**src/rtl/wave_capture.sv**
```systemverilog
`default_nettype none
// +----------------------------------------------------------------------------+
// | wave_capture: captures one zero-crossing-aligned frame of audio samples     |
// | into a double-buffered display RAM, swapping banks only when display idle.  |
// | Revision: 1.0                                                               |
// +----------------------------------------------------------------------------+
module wave_capture #(
   parameter int ADDR_W = 8
) (
   input  logic              clk,
   input  logic              reset,
   input  logic              new_sample_ready,
   input  logic [15:0]       new_sample_in,
   input  logic              wave_display_idle,
   output logic [ADDR_W:0]   write_address,
   output logic              write_enable,
   output logic [7:0]        write_sample,
   output logic              read_index
);

   localparam logic [1:0] c_armed  = 2'd0;
   localparam logic [1:0] c_active = 2'd1;
   localparam logic [1:0] c_wait   = 2'd2;

   localparam logic [ADDR_W-1:0] c_last = {ADDR_W{1'b1}};

   logic [1:0]        r_state;
   logic [1:0]        w_state_next;
   logic [ADDR_W-1:0] r_count;
   logic [ADDR_W-1:0] w_index;
   logic [ADDR_W-1:0] w_count_next;
   logic              r_prev_sign;
   logic              w_crossing;
   logic              w_write;
   logic              w_swap;
   logic              w_unused_lsbs;

   // The low byte never reaches the 8-bit display RAM.
   assign w_unused_lsbs = ^new_sample_in[7:0];

   // Positive-going crossing; 0x0000 has sign 0 and so counts as non-negative.
   assign w_crossing   = r_prev_sign & ~new_sample_in[15];
   assign w_count_next = w_index + ADDR_W'(1);

   always_ff @(posedge clk or negedge reset) begin
      if (!reset) begin
         r_state <= c_armed;
      end else begin
         r_state <= w_state_next;
      end
   end

   always_comb begin
      w_state_next = r_state;
      case (r_state)
         c_armed:  if (new_sample_ready && w_crossing)         w_state_next = c_active;
         c_active: if (new_sample_ready && r_count == c_last)  w_state_next = c_wait;
         c_wait:   if (wave_display_idle)                      w_state_next = c_armed;
         default:                                              w_state_next = c_armed;
      endcase
   end

   always_comb begin
      w_write = 1'b0;
      w_index = r_count;
      w_swap  = 1'b0;
      case (r_state)
         c_armed: begin
            if (new_sample_ready && w_crossing) begin
               w_write = 1'b1;
               w_index = '0;
            end
         end
         c_active: w_write = new_sample_ready;
         c_wait:   w_swap  = wave_display_idle;
         default: ;
      endcase
   end

   // Index counter wraps to zero naturally after the last write of a frame.
   always_ff @(posedge clk or negedge reset) begin
      if (!reset) begin
         write_enable  <= 1'b0;
         write_address <= '0;
         write_sample  <= '0;
         read_index    <= 1'b0;
         r_count       <= '0;
         r_prev_sign   <= 1'b0;
      end else begin
         write_enable <= w_write;
         if (w_write) begin
            write_address <= {~read_index, w_index};
            write_sample  <= {~new_sample_in[15], new_sample_in[14:8]};
            r_count       <= w_count_next;
         end
         if (new_sample_ready) begin
            r_prev_sign <= new_sample_in[15];
         end
         if (w_swap) begin
            read_index <= ~read_index;
         end
      end
   end

endmodule
`default_nettype wire

```
**config.mk**
```make
export PLATFORM = sky130hd
export DESIGN_NAME = wave_capture
export DESIGN_NICKNAME = d
export VERILOG_FILES = /design/src/rtl/wave_capture.sv
export SDC_FILE = /design/constraint.sdc
export NUM_CORES = 1
export LEC_CHECK = 0
export BUFFER_PORTS_ARGS = -buffer_cell sky130_fd_sc_hd__buf_4
export CELL_PAD_IN_SITES_DETAIL_PLACEMENT = 1
export CELL_PAD_IN_SITES_GLOBAL_PLACEMENT = 1
export CORE_ASPECT_RATIO = 1.5
export CORE_MARGIN = 1
export CORE_UTILIZATION = 34
export DETAILED_ROUTE_END_ITERATION = 8
export PLACE_DENSITY = 0.7
export SLEW_MARGIN = 20
export SYNTH_ARGS = -nofsm -noshare
export SYNTH_HDL_FRONTEND = slang
export SYNTH_SLANG_ARGS = --single-unit
export TNS_END_PERCENT = 5
```
**constraint.sdc**
```tcl
create_clock -name clk -period 1.3 [get_ports clk]
set_input_delay 0.39 -clock clk [delete_from_list [all_inputs] [get_ports clk]]
set_output_delay 0.39 -clock clk [all_outputs]
set_load 0.02 [all_outputs]
```
* Yosys cells after proc, flatten, opt, wreduce, memory -nomap -nowiden
Index checks and enable logic that the tools add are counted.
** Word-level totals
- Flip-flop bits (word level) :: 30
- Input port bits :: 20
- Output and inout bits :: 19
- Word-level logic and storage cells :: 30
** Operators by class
- $add $sub $neg :: 1
- Equal/unequal tests :: 6
- Multiplexer cells :: 9
- Bitwise gates (word level) :: 3
- Reduce and logical (&&, ||, !) cells :: 4
** Operator list (count)
- 8-bit two-way mux :: 2
- 8-bit by 1-bit adder with 8-bit output (second input constant) :: 1
- 8-bit equality test (second input constant) :: 1
- 2-bit two-way mux :: 3
- 2-bit inequality test (second input constant) :: 3
- 2-bit one-hot mux with 3 select lines :: 1
- 3-bit AND reduction :: 1
- 2-bit by 1-bit equality test with 1-bit output (second input constant) :: 1
- 2-bit equality test (second input constant) :: 1
- 1-bit logical AND :: 2
- 2-bit logical NOT :: 1
- 1-bit two-way mux :: 2
- 1-bit NOT :: 2
- 1-bit one-hot mux with 2 select lines :: 1
- 1-bit AND :: 1

* Depth between registers and ports, before layout
- Depth after elaboration :: 6
- Gate-level depth with buffers :: 4
- Gate-level depth less buffers :: 4

* Worst setup path before layout
No wires, ideal clock.
- Path kind :: flip-flop to flip-flop
- Start :: reg r_state[1]
- End :: reg write_sample[0]
- Setup time :: 0.128 ns
- Arrival :: 1.237 ns
- Required time :: 1.172 ns
- Path slack :: -0.064 ns
- Cell stages (with the launch flop) :: 5
- Path buffers :: 0
- Period minus slack after synthesis :: 1.364 ns
- Cell sequence :: dfrtp_1 nand2b_1 o21bai_2 inv_2 mux2_1
** Between the ends
- Cells in the longest elaborated chain, start to end :: 2
- Elaborated cells on any way between the ends :: 3
- Those cells by class :: eq/ne (1); mux (1); reduce/logical (1)
** RTL lines
- from (decl) :: RTL line 27 : logic [1:0] r_state;
- from (signal assigned) :: RTL line 47 : r_state <= c_armed;
- from (signal assigned) :: RTL line 49 : r_state <= w_state_next;
- 2-bit by 1-bit equality test with 1-bit output or 2-bit logical NOT (tied branches) :: RTL line 67 : case (r_state)
- 1-bit one-hot mux with 2 select lines * :: RTL line 67
- named net w_write :: RTL line 34 : logic w_write;
- to (signal assigned) :: RTL line 93 : write_sample <= {~new_sample_in[15], new_sample_in[14:8]};
- to (decl) :: RTL line 17 : output logic [7:0] write_sample,
Mark *: on every way through the listed nets, which the timed path passes. The rest lies on a longest branch.
A chain may end at the register's enable or synchronous reset.

* Final worst setup path
- Start :: reg r_state[1]
- End :: reg r_count[7]
** Between the ends
- Cells in the longest elaborated chain, start to end :: 3
- Elaborated cells on any way between the ends :: 5
- Those cells by class :: add/sub (1); eq/ne (1); mux (2); reduce/logical (1)
** RTL lines
- 2-bit logical NOT :: RTL line 67
- 8-bit two-way mux :: RTL line 67
- 8-bit by 1-bit adder with 8-bit output :: RTL line 43 : assign w_count_next = w_index + ADDR_W'(1);
- to (signal assigned) :: RTL line 94 : r_count <= w_count_next;
- to (decl) :: RTL line 29 : logic [ADDR_W-1:0] r_count;
Parallel ways exist; a longest one is shown, timed or not.

==> impl_results.md <==
* Grt total ovfl at 0
* Synth area leaders: dfrtp_1, mux2_1, nand2_1
* TritonRoute pass-1 iters at 4
* Clock sinks at 30
* Synth top cells by count: dfrtp_1, nand2_1, a21oi_1, mux2_1, nand3_1
* Synth-to-Final Area Change at 56.1%
* Final setup fails at 9
* Worst EP arrival at 1.59 ns
* Drt total wl at 3710 um
* Non-Filler Instances at 220
* Crit path max-delay family: simple AND/OR/NAND/NOR gates
* Pwr Density at approximately 1700 nW/um2
* Ys async rst share at 1.00
* R2r endpoint: r_count[7]
* CTS root buf: clkbuf_8
* Buf/Inv on CP at 1
* Post-Syn Area at 1280 um2
* Synth cell types at 35
* Die height at 77.1 um
* WS Path Type: reg2reg
* Mapped Nets at 135
* CP peak stage delay at 0.43 ns
* H-tree depth at 2
* Final Net Count at ~200
* Required @ worst endpoint at 1.52 ns
* Critical-path top delay cell: dfrtp_2
* Seq/Total Area, Yosys at 0.587
* Antenna violations before repair at 0
* Final worst slack at -0.0725 ns
* Lkg Pwr at 0.940 nW
* Placed instance count at 203
* CORE AREA at 3510 um2
* Clk Latency, worst-skew pair at 0.29 ns
* Met2 usage at 0.368
* Pins over their slew limit at 0
* Design area at 2000 um2
* Peak VDD IR at 0.956 mV
* Failing checks: negative setup slack
* Antenna Nets Post-Route at 0
* CTS tree: done
* Max FO, Critical Path at 6
* Final hold vios at 0
* ANT cells at 0
* Final HPWL DP at 2480 um
* Vias at roughly 1.1k
* Starting density of the core at 0.364
* Port bufs at 30
* Maximum Capacitance Violations at 0
* DRC violations left at 0
* Hold buffers post-CTS at 0
* Die width at 52.1 um
* Fmax at roughly 730 MHz
* Met3 Use GR at 0.0536
* RSZ-0062 raised after global routing: yes
* Main flop type after synthesis: dfrtp_1
* Skew final at 0.00922 ns
* Reg-to-reg critical path startpoint: r_state[1]
* I/O pin total at 39
* Worst hold-check path type: in2async
* Syn Inst Count at roughly 120
* Post-synth EDFFs at 0
* R2R cell count at 4
* DR iter-0 viols at 16
* CP Launch Type: flip-flop
* Setup slack, reg-to-reg at -0.07 ns
* Wire per inst at 16.9 um
* YS warnings at 0
* Fillers at ~400
* Longest Clk Path Bufs at 2
* First-pass GRT wire length at between 5000 and 6000 um
* Register clock-pin slew on the reported worst setup and hold paths at roughly 0.060 ns
* Gp weighted congestion at 0.762
* Syn Area/Cell at 11.1 um2
* Die area at 4020 um2
* Vias in the first global route at about 1.2k
* Top cell type by total area after synthesis: dfrtp_1
* Layout cells sized above 1 at 0.528
* Busiest grt layer: met2
* Status: finished, violations left
* Most common cell in the netlist: dfrtp_1
* Crit. End Element: flip-flop
* Total design power at 0.00339 W
* DP Area at 1700 um2
* Final Cycle Share at 1.06
* Largest net degree at the start of global routing at 31
* Hold Slack at 0.0276 ns
* Synth top area share at 0.587
* CTS buffer count at 5
* Worst Tran Pin Value at 0.387 ns
* Routed vias/inst at approximately 5.1
* Cell chain of the critical path: nand3b_1 > buf_6 > nor4_1 > a211o_1
* Min cycle time layout at 1.37 ns
* Worst slew margin at 0.742
* Rows at 26
* Met1 GRT Util at 0.201
* Total Routing Usage GR at 0.200
* Yosys reg bits at 30
## worst reg2reg max path, delay by kind of cell, from the launching register on
kind                   cells  cell delay, ns
AO/OA/AOI/OAI              1            0.16
buffers and inverters      1            0.17
flip-flops                 1            0.43
AND/OR/NAND/NOR            2            0.56
## worst max-delay path by stage
stage | start | endpoint | slack (ns) | cells past startpoint
floorplan | r_state[1] | r_count[5] | -0.02 | 3
global placement | new_sample_in[15] | write_sample[5] | -0.10 | 5
detailed placement | new_sample_in[15] | write_sample[3] | -0.15 | 5
CTS | r_state[1] | r_count[2] | -0.05 | 4
global route | r_state[1] | r_count[7] | -0.16 | 4
finish | r_state[1] | r_count[7] | -0.07 | 4
## cells in the final DEF, fill, tap and decap left out, types with 4 or more instances in the layout
cell      count
nand3_1       4
a21oi_1      10
buf_4        54
dfrtp_1      27
mux2_4        7
clkbuf_8      6
buf_6         5
nand2_1      16
## power by group
part,internal (W),switching (W),total [W]
registers,0.00118,0.000226,0.00141
clock network,0.000426,0.000348,0.000774
logic,0.000583,0.000623,0.00121
total,0.00219,0.00120,0.00339
## state kept, by name, summed over array words and instances (netlist names)
register,cells
r_prev_sign,1
read_index,1
write_enable,1
r_state,2
write_address,9
r_count,8
write_sample,8
## final cells by class
type	instances	area (um2)	area share
flip-flops and latches	30	754	0.378
multi-input cells	77	616	0.308
repair buffers	59	462	0.231
clock buffers	7	86.3	0.0433
well taps	42	52.6	0.0263
inverters	4	20.0	0.0100
clock inverters	1	5.00	0.00251
## per-layer routing
layer / wire, um / part of all wire
met1: 1400 / 0.38
met2: 2150 / 0.58
met3: 101 / 0.027
met4: 65 / 0.018
met5: 0 / 0
## metrics by stage
step	util	setup slack (ns)	setup TNS (ns)
after floorplan	-	-0.0209	-0.0272
after global placement	0.484	-0.103	-0.846
after detailed placement	0.484	-0.151	-1.67
after CTS	0.521	-0.0465	-0.257
after global routing	0.568	-0.163	-0.947
final	0.568	-0.0725	-0.365
## timing repair
action                     CTS  global route
pin swaps                    4             7
setup endpoints to repair   12            23
resized for setup            7            29
setup buffers                2             8
## logic make-up after synthesis
kind of cell / Yosys count / share of synthesized area
muxes: 11 / 0.0949
buffers and inverters: 8 / 0.0254
xor gates and xnor gates: 3 / 0.0206
AOI/OAI and AO/OA: 25 / 0.120
DFF: 30 / 0.587
and+or+nand+nor: 38 / 0.152
Note: power is estimated with default switching activity, not from simulation.
